## src/rtl/mem_arbiter_pkg.sv

```systemverilog
// Shared definitions for the byte-wide memory port arbiter.
//   arb_state_e : FSM state encoding (ARB_IDLE / ARB_READ / ARB_WRITE)
//   SIZE_*      : LSB access size codes (3 is treated as a word)
//   IO_SEL      : value of the two address bits that select the IO region
//   TRUE/FALSE  : 1-bit constants
//   size_bytes(): number of bytes moved for a size code
package mem_arbiter_pkg;

    typedef enum logic [1:0] {
        ARB_IDLE  = 2'd0,
        ARB_READ  = 2'd1,
        ARB_WRITE = 2'd2
    } arb_state_e;

    localparam logic [1:0] SIZE_B = 2'd0;
    localparam logic [1:0] SIZE_H = 2'd1;
    localparam logic [1:0] SIZE_W = 2'd2;

    localparam logic [1:0] IO_SEL = 2'b11;

    localparam logic TRUE  = 1'b1;
    localparam logic FALSE = 1'b0;

    function automatic logic [2:0] size_bytes(input logic [1:0] size);
        case (size)
            SIZE_B:  return 3'd1;
            SIZE_H:  return 3'd2;
            default: return 3'd4;
        endcase
    endfunction

endpackage

```

## src/rtl/mem_arbiter.sv

```systemverilog
// Arbiter for the single byte-wide RAM/IO port, shared by the instruction
// fetcher (32-bit reads) and the LSB (1/2/4-byte loads and stores).
// Every granted request becomes a little-endian, one-byte-per-cycle transaction.
//
// Ports
//   in_clk, in_rst_n          clock, async active-low reset
//   in_rdy                    0 freezes every register; out_ram_wr forced low
//   in_flush_enable           aborts reads in flight, blocks a grant in IDLE
//   in_fetch_req/addr         fetch request (level, held until done)
//   out_fetch_done/data       1-cycle done pulse with the instruction word
//   in_lsb_req/we/addr/size/wdata   LSB request (level, held until done)
//   out_lsb_done/rdata        1-cycle done pulse, load data zero-filled
//   in_io_buffer_full         IO write FIFO full: stalls IO-region store bytes
//   in_ram_din                RAM read byte, one cycle after the address
//   out_ram_dout/addr/wr      RAM write byte, byte address, write strobe
//   out_busy                  FSM not in IDLE
//
// Build option
//   MEM_ARB_FAIR_EN : when defined, a last-grant pointer breaks ties in favour
//                     of the requester not served last (LSB wins the first tie).
//                     Otherwise the LSB always has priority.
module mem_arbiter
    import mem_arbiter_pkg::*;
#(
    parameter int ADDR_W    = 32,
    parameter int IO_SEL_HI = 17
) (
    input  logic              in_clk,
    input  logic              in_rst_n,
    input  logic              in_rdy,
    input  logic              in_flush_enable,
    input  logic              in_fetch_req,
    input  logic [ADDR_W-1:0] in_fetch_addr,
    output logic              out_fetch_done,
    output logic [31:0]       out_fetch_data,
    input  logic              in_lsb_req,
    input  logic              in_lsb_we,
    input  logic [ADDR_W-1:0] in_lsb_addr,
    input  logic [1:0]        in_lsb_size,
    input  logic [31:0]       in_lsb_wdata,
    output logic              out_lsb_done,
    output logic [31:0]       out_lsb_rdata,
    input  logic              in_io_buffer_full,
    input  logic [7:0]        in_ram_din,
    output logic [7:0]        out_ram_dout,
    output logic [ADDR_W-1:0] out_ram_addr,
    output logic              out_ram_wr,
    output logic              out_busy
);

    arb_state_e        state_q;
    logic [2:0]        cnt_q;       // read: cycles since grant; write: byte on the bus
    logic [2:0]        nbytes_q;
    logic [ADDR_W-1:0] base_q;
    logic [31:0]       wdata_q;
    logic              own_lsb_q;
    logic [31:0]       asm_q;       // read byte assembly
    logic [ADDR_W-1:0] ram_addr_q;
    logic [7:0]        ram_dout_q;
    logic              ram_wr_q;
    logic              fetch_done_q;
    logic [31:0]       fetch_data_q;
    logic              lsb_done_q;
    logic [31:0]       lsb_rdata_q;
`ifdef MEM_ARB_FAIR_EN
    logic              last_lsb_q;  // 1 = LSB was granted last
`endif

    logic              pick_lsb_d;
    logic              grant_d;
    logic              g_we_d;
    logic [ADDR_W-1:0] g_addr_d;
    logic [2:0]        g_nbytes_d;
    logic [2:0]        rd_nxt_d;
    logic [2:0]        wr_nxt_d;
    logic [ADDR_W-1:0] wr_addr_d;
    logic [1:0]        asm_idx_d;

    function automatic logic in_io(input logic [ADDR_W-1:0] a);
        return a[IO_SEL_HI -: 2] == IO_SEL;
    endfunction

    always_comb begin
`ifdef MEM_ARB_FAIR_EN
        pick_lsb_d = in_lsb_req & (~in_fetch_req | ~last_lsb_q);
`else
        pick_lsb_d = in_lsb_req;
`endif
        // A done pulse is still high during the one IDLE cycle that follows
        // completion; no grant then, so the requester can drop its request.
        grant_d    = (in_lsb_req | in_fetch_req) & ~in_flush_enable
                     & ~fetch_done_q & ~lsb_done_q;
        g_we_d     = pick_lsb_d & in_lsb_we;
        g_addr_d   = pick_lsb_d ? in_lsb_addr : in_fetch_addr;
        g_nbytes_d = pick_lsb_d ? size_bytes(in_lsb_size) : 3'd4;
        rd_nxt_d   = cnt_q + 3'd1;
        // A stalled byte (strobe low) is re-presented instead of advancing.
        wr_nxt_d   = ram_wr_q ? cnt_q + 3'd1 : cnt_q;
        wr_addr_d  = base_q + ADDR_W'(wr_nxt_d);
        asm_idx_d  = 2'(cnt_q - 3'd1);
    end

    always_ff @(posedge in_clk or negedge in_rst_n) begin
        if (!in_rst_n) begin
            state_q      <= ARB_IDLE;
            cnt_q        <= '0;
            nbytes_q     <= '0;
            base_q       <= '0;
            wdata_q      <= '0;
            own_lsb_q    <= FALSE;
            asm_q        <= '0;
            ram_addr_q   <= '0;
            ram_dout_q   <= '0;
            ram_wr_q     <= FALSE;
            fetch_done_q <= FALSE;
            fetch_data_q <= '0;
            lsb_done_q   <= FALSE;
            lsb_rdata_q  <= '0;
`ifdef MEM_ARB_FAIR_EN
            last_lsb_q   <= FALSE;
`endif
        end else if (in_rdy) begin
            fetch_done_q <= FALSE;
            lsb_done_q   <= FALSE;
            case (state_q)
                ARB_IDLE: begin
                    if (grant_d) begin
                        own_lsb_q  <= pick_lsb_d;
                        base_q     <= g_addr_d;
                        nbytes_q   <= g_nbytes_d;
                        wdata_q    <= in_lsb_wdata;
                        cnt_q      <= '0;
                        asm_q      <= '0;
                        ram_addr_q <= g_addr_d;
`ifdef MEM_ARB_FAIR_EN
                        last_lsb_q <= pick_lsb_d;
`endif
                        if (g_we_d) begin
                            state_q    <= ARB_WRITE;
                            ram_dout_q <= in_lsb_wdata[7:0];
                            ram_wr_q   <= ~(in_io(g_addr_d) & in_io_buffer_full);
                        end else begin
                            state_q  <= ARB_READ;
                            ram_wr_q <= FALSE;
                        end
                    end
                end

                // cnt_q = k: byte k-1 is on in_ram_din (address k-1 went out
                // two edges ago); the extra count registers data with done.
                ARB_READ: begin
                    if (in_flush_enable) begin
                        state_q <= ARB_IDLE;
                        cnt_q   <= '0;
                    end else if (cnt_q == nbytes_q + 3'd1) begin
                        state_q <= ARB_IDLE;
                        cnt_q   <= '0;
                        if (own_lsb_q) begin
                            lsb_done_q  <= TRUE;
                            lsb_rdata_q <= asm_q;
                        end else begin
                            fetch_done_q <= TRUE;
                            fetch_data_q <= asm_q;
                        end
                    end else begin
                        if (cnt_q != 3'd0)
                            asm_q[{asm_idx_d, 3'b000} +: 8] <= in_ram_din;
                        if (rd_nxt_d < nbytes_q)
                            ram_addr_q <= base_q + ADDR_W'(rd_nxt_d);
                        cnt_q <= rd_nxt_d;
                    end
                end

                // Stores are committed, so flush is ignored here.
                ARB_WRITE: begin
                    if (cnt_q == nbytes_q) begin
                        state_q    <= ARB_IDLE;
                        cnt_q      <= '0;
                        lsb_done_q <= TRUE;
                    end else begin
                        cnt_q <= wr_nxt_d;
                        if (wr_nxt_d < nbytes_q) begin
                            ram_addr_q <= wr_addr_d;
                            ram_dout_q <= wdata_q[{wr_nxt_d[1:0], 3'b000} +: 8];
                            ram_wr_q   <= ~(in_io(wr_addr_d) & in_io_buffer_full);
                        end else begin
                            ram_wr_q <= FALSE;
                        end
                    end
                end

                default: state_q <= ARB_IDLE;
            endcase
        end
    end

    assign out_fetch_done = fetch_done_q;
    assign out_fetch_data = fetch_data_q;
    assign out_lsb_done   = lsb_done_q;
    assign out_lsb_rdata  = lsb_rdata_q;
    assign out_ram_dout   = ram_dout_q;
    assign out_ram_addr   = ram_addr_q;
    assign out_ram_wr     = ram_wr_q & in_rdy;
    assign out_busy       = state_q != ARB_IDLE;

endmodule

```

## config.mk

```make
export PLATFORM = sky130hd
export DESIGN_NAME = mem_arbiter
export DESIGN_NICKNAME = d
export VERILOG_FILES = /design/src/rtl/mem_arbiter_pkg.sv /design/src/rtl/mem_arbiter.sv
export SDC_FILE = /design/constraint.sdc
export NUM_CORES = 1
export LEC_CHECK = 0
export ABC_AREA = 1
export CAP_MARGIN = 20
export CELL_PAD_IN_SITES_DETAIL_PLACEMENT = 1
export CELL_PAD_IN_SITES_GLOBAL_PLACEMENT = 1
export CORE_AREA = 8 8 181 183
export CTS_BUF_LIST = sky130_fd_sc_hd__clkbuf_8
export DETAILED_ROUTE_END_ITERATION = 7
export DIE_AREA = 0 0 189 191
export PLACE_DENSITY = 0.93
export SETUP_SLACK_MARGIN = 0.2
export SLEW_MARGIN = 30
export SYNTH_ARGS = -nofsm -noshare
export SYNTH_HDL_FRONTEND = slang
export SYNTH_SLANG_ARGS = --single-unit
```

## constraint.sdc

```tcl
create_clock -name in_clk -period 3.4 [get_ports in_clk]
set_input_delay 0.51 -clock in_clk [delete_from_list [all_inputs] [get_ports in_clk]]
set_output_delay 0.51 -clock in_clk [all_outputs]
set_load 0.01 [all_outputs]
```

==> impl_metrics.ini <==
[status]
outcome = complete, no violations

[drt]
ant_nets = 0
drt_iter0_drc = 717
finalWirelength_um = 41100
drc_errors = 0
viasPerCell = 5.17
dr.pass1.iters = 5
via_count = 11500
wl_per_cell_um = 18.4

[worst_setup_path]
ff2ff_path_depth = 16
worstPathRequired_ps = 3880
cp-start-kind = register
worstSetupStartpoint = cnt_q[0]
crit_path_max_fanout = 6
critPathKind = register to register
end_kind = register
r2r_slack_ps = 400
r2r_start = cnt_q[0]
arrival_ps = 3480
timing.rr.end = out_ram_addr[11]

[cells_and_area]
mostFrequentLayoutCells = nand2_1, clkdlybuf4s50_1, dfrtp_1
drive_above_1_share_pct = 5.84
area_delta_synth_final_pct = 29.0
final_common_cell = nand2_1
final_area_um2 = 14800
nNetsFinal = 1945
diodes = 0
fillers = 3758

[place]
hpwlAfterDp_um = 30700
dp_worst_setup_slack_ps = 325
io_buffers = 221
place_area_um2 = 14100
place_congestion = 0.949

[cts]
cts_root_buf = clkbuf_8
cts_tree = built
worstSkewPairLatency_ps = 540
clk_pin_slew_ps = 60
htreeDepth = 2
clock_sinks = 212
numCtsBuffers = 38
clockBufferDepth = 3

[global_routing]
grt_max_degree = 85
overflow = 0
antenna_found_initial = 0
grt_pass1_vias = 12400
grt.total_usage_pct = 22.3
grt_pass1_wl_um = 65400

[synth]
syn_inst = 1593
syn-num-nets = 1731
synth_edf_count = 0
syn-cell-area_um2 = 11500
synth-seq-cells = 212
synth_cell_types = 41
synth_seq_area_share_pct = 46.1
ys_warn_count = 0
synth_ff_type = dfrtp_1
syn_avg_cell_area_um2 = 7.22
synthArstFlopShare_pct = 100

[floorplanning]
die_w_um = 189
die-area_um2 = 36100
die_height_um = 191
core_um2 = 30000
initial_core_util_pct = 38.3
ios = 222
rows = 64

[sta]
setup_viol = 0
hold_violations = 0
worst_slew_pin_slew_ps = 767
setup_ws_ps = 400
clock_skew_ps = 23.9
fmax_mhz = 333
slew_violations = 0
fin_crit_ps = 3000
fin_crit_sh_pct = 88.2
slew_headroom_pct = 48.4
rsz0062_at_grt = false
setup_tns_ps = 0

[flow_run]
max_cap_violations = 0

[power_and_ir_drop]
p_per_area_nw_per_um2 = 748
leakage_nw = 7.02
ir_drop_v = 0.000551

[min_path]
hp-class = input pin to async pin
-- routing by layer --
metal	share of wire, %	global-route usage (%)	vias to the layer above	wire length [um]
met5	0	0	-	0
met4	3.1	8.09	0	1260
met3	5.5	4.30	88	2270
met2	47	37.0	319	19300
met1	44	28.6	5588	18300
li1	-	-	5540	-
-- registers in the layout, indices dropped and copies added (netlist names), 3 cells and up --
signal          flops
asm_q              32
wdata_q            32
nbytes_q            3
out_ram_addr       32
out_lsb_rdata      32
cnt_q               3
base_q             32
out_fetch_data     32
out_ram_dout        8
-- worst max-delay path by stage --
| stage | endpoint | slack, ps | cells past startpoint |
|---|---|---|---|
| floorplan | out_ram_addr[22] | 810 | 17 |
| global placement | out_ram_addr[22] | 500 | 14 |
| detailed placement | out_ram_addr[22] | 330 | 14 |
| CTS | out_ram_addr[30] | 240 | 14 |
| global route | out_ram_addr[15] | 190 | 14 |
| finish | out_ram_addr[11] | 400 | 16 |
-- repair_timing --
action / in CTS / in global routing
setup endpoints to repair: 0 / 21
gates resized for setup: 0 / 7
hold buffers: 0 / 0
buffers inserted: 0 / 0
-- cells by family after synthesis --
| family | share of synthesized area, % |
|---|---|
| and+or+nand+nor | 33.9 |
| DFF | 46.1 |
| AOI/OAI and AO/OA | 9.62 |
| buffers and inverters | 7.15 |
| adders and majority gates | 2.74 |
| muxes | 0.261 |
| xor gates and xnor gates | 0.152 |
-- through the flow --
step	util, %	cells	total power [mW]	hold WS, ps
after global routing	49.4	2229	11.9	86.5
final	49.4	2229	11.1	41.1
after global placement	46.9	2163	8.48	458
after CTS	49.3	2229	11.2	36.5
after detailed placement	46.9	2163	8.73	459
after floorplan	-	1593	6.75	214
-- worst max-delay path, cell delays in order, from the launching register on --
cell	delay, ps
dfrtp_1	460
ha_1	270
xor2_1	440
o21ai_0	210
inv_1	150
ha_1	280
nand2_1	110
nand2_1	70
nor2_1	310
nor2_2	160
nand2_1	90
nand3_1	80
nand2_1	110
nand2_1	60
nand2_1	60
nand2_1	50
nand2_1	70
-- final cells by class --
cell class                 count  area, um2  share of cell area [%]
sequential                   212       5310                    35.8
clock buffer                  47        647                    4.36
inverter                     133        499                    3.37
tap                          396        495                    3.34
timing repair buffer         238       2400                    16.2
multi-input combinational   1184       5400                    36.4
clock inverter                19       82.6                   0.557
-- cell usage after synthesis (all sizes together) (2+ instances only) --
master,count,area share (%)
nand3,196,8.7
o31ai,2,0.13
nor4,2,0.16
dfrtp,212,46
buf,34,1.8
a22oi,3,0.20
fa,2,0.35
nand4,3,0.22
ha,22,2.4
mux2i,3,0.26
clkinv,2,0.065
o22ai,9,0.49
o21ai,161,7.1
nor3,7,0.35
nand2,627,21
inv,131,4.3
o211ai,2,0.13
clkbuf,30,0.98
a31oi,10,0.54
or2,2,0.11
nor2,111,3.7
a21oi,19,1.1
-- power breakdown --
group          internal, mW  switching (mW)  leakage [nW]
sequential             3.26           0.693          2.78
clock                  1.25            1.09         0.431
combinational          1.78            3.03          3.80
Power figures use the tool's default switching activity.
==> RTL edit: new RTL, same flow settings <==
The option `MEM_ARB_FAIR_EN` is turned on by a define.
--- a/src/rtl/mem_arbiter.sv
+++ b/src/rtl/mem_arbiter.sv
@@ -21,2 +21,4 @@
 //                     Otherwise the LSB always has priority.
+`define MEM_ARB_FAIR_EN
+
 module mem_arbiter
Behaviour: not the same (Yosys sat finds a counterexample within 4 cycles, from zero or initial values and one cycle with in_rst_n low).
==> RTL edit against the original RTL <==
Sequential cell count unchanged. Combinational power increased by 14%. Cell area up 0.68%. Utilization is 0.33 points higher. Total power grew 6.4%. Worst setup slack improved by 35 ps. Area after synthesis increased by 1.5%. Via count up 4.6%. Clock skew about the same. Highest routed layer unchanged. Routed wire length grew 4.8%.
==> RTL edit: results <==
export IMPL_result_of_the_run="finished, final reports clean"
export IMPL_synth_cells_most_frequent="669 x sky130_fd_sc_hd__nand2_1, 212 x sky130_fd_sc_hd__dfrtp_1, 171 x sky130_fd_sc_hd__nand3_1, 156 x sky130_fd_sc_hd__o21ai_0, 129 x sky130_fd_sc_hd__nor2_1"
export IMPL_yosysWarnings=0
export IMPL_grt_pass1_wl_um=69900
export IMPL_gr_usage_met2=0.404
export IMPL_path_max_fanout=19
export IMPL_buffer_ports_inserted=221
export IMPL_synth_cells=1636
export IMPL_fillerInstances=3788
export IMPL_power_switching_fraction=0.455
export IMPL_final_net_count=1990
export IMPL_power_share_combinational=0.466
export IMPL_vdd_ir_drop_max_uv=533
export IMPL_grt_use_met3=0.0449
export IMPL_synth_flop_cell="sky130_fd_sc_hd__dfrtp_1"
export IMPL_timing_critical_path_slowest_stage_cell="sky130_fd_sc_hd__dfrtp_2"
export IMPL_crit_path_start="cnt_q[0]"
export IMPL_post_cts_resized=0
export IMPL_grt_max_degree=107
export IMPL_post_cts_hold_buffer_count=1
export IMPL_dpl_cell_count=2208
export IMPL_cp_slowest_stage_delay_ps=480
export IMPL_pwr_share_clk=0.189
export IMPL_detailroute_via_count=12064
export IMPL_relSlewSlack=0.458
export IMPL_synth_top_cells_by_area="sky130_fd_sc_hd__dfrtp_1 45%, sky130_fd_sc_hd__nand2_1 22%, sky130_fd_sc_hd__nand3_1 7.3%, sky130_fd_sc_hd__o21ai_0 6.7%, sky130_fd_sc_hd__nor2_1 4.1%"
export IMPL_drt_met1_wl_um=18800
export IMPL_synth_nets=1774
export IMPL_post_dp_cell_area_um2=14200
export IMPL_starting_drt_drc_count=781
export IMPL_worstPathArrival_ps=3410
export IMPL_detailedPlacementHpwl_um=32000
export IMPL_gr_usage_met1=0.305
export IMPL_cts_max_level=2
export IMPL_cts_made_buffers=37
export IMPL_met2_length_um=20500
export IMPL_met3RoutedLength_um=2530
export IMPL_rr_endpoint="out_ram_addr[28]"
export IMPL_place_gp_congestion=0.902
export IMPL_final_non_filler_cells=2273
export IMPL_drt_wl_total_um=43100
export IMPL_post_route_cells_drive_above_1_share=0.0559
export IMPL_synth_yosys_seq_area_share=0.454
export IMPL_reg2reg_depth=16
export IMPL_first_global_vias=12890
export IMPL_hold_ws_ps=334
export IMPL_postSynth_asyncResetShare=1.00
export IMPL_pwr_group_sequential_mw=4.07
export IMPL_post_place_ws_ps=349
export IMPL_distinct_cells_synth=44
export IMPL_clock_skew_final_ps=23.9
export IMPL_antenna_violating_nets_post_route=0
export IMPL_drc_errors=0
export IMPL_timing_reg2reg_setup_slack_ps=440
export IMPL_grtUsageTotal=0.239
export IMPL_total_leakage_power_nw=7.08
## RTL edit: cell count changes after synthesis, moves of 4 or more
cell                       before  now
sky130_fd_sc_hd__o21ai_0      137  156
sky130_fd_sc_hd__nand3_1      193  171
sky130_fd_sc_hd__a31oi_1       10    4
sky130_fd_sc_hd__o22ai_1        9    2
sky130_fd_sc_hd__nor3_1         6    1
sky130_fd_sc_hd__mux2i_1        3    9
sky130_fd_sc_hd__o21ai_1       22   13
sky130_fd_sc_hd__nand2_1      620  669
sky130_fd_sc_hd__nor2_2         2    6
sky130_fd_sc_hd__nor2_1       108  129
sky130_fd_sc_hd__clkbuf_1      30   26
## RTL edit: logic make-up (layout without fill, tap and decap cells)
kind of cell | Yosys count | after routing | share of synthesized area
and+or+nand+nor | 995 | 995 | 0.349
DFF | 212 | 212 | 0.454
AOI/OAI and AO/OA | 200 | 200 | 0.0900
buffers and inverters | 195 | 436 | 0.0716
adders and majority gates | 24 | 24 | 0.0270
muxes | 9 | 9 | 0.00772
xor gates and xnor gates | 1 | 1 | 0.000750
## RTL edit: final cells by class
class,count,area [um^2],share of cell area
clock buffers,42,578,0.0387
clock inverters,22,101,0.00679
inverters,134,503,0.0337
repair buffers,238,2380,0.160
multi-input cells,1229,5560,0.373
well taps,396,495,0.0332
flip-flops and latches,212,5310,0.355
## RTL edit: worst max-delay path by stage
stage,to,slack [ps]
after global placement,out_ram_addr[26],550
after CTS,out_ram_addr[26],270
after detailed placement,out_ram_addr[26],350
after global routing,out_ram_addr[28],200
after floorplan,out_ram_addr[26],840
final,out_ram_addr[28],440
## RTL edit: worst max-delay path: cells and delay by family (launching register included)
family / cells / cell delay (ps)
flops: 1 / 480
fa+ha+maj: 2 / 720
buf+inv: 3 / 430
simple gates: 11 / 1200
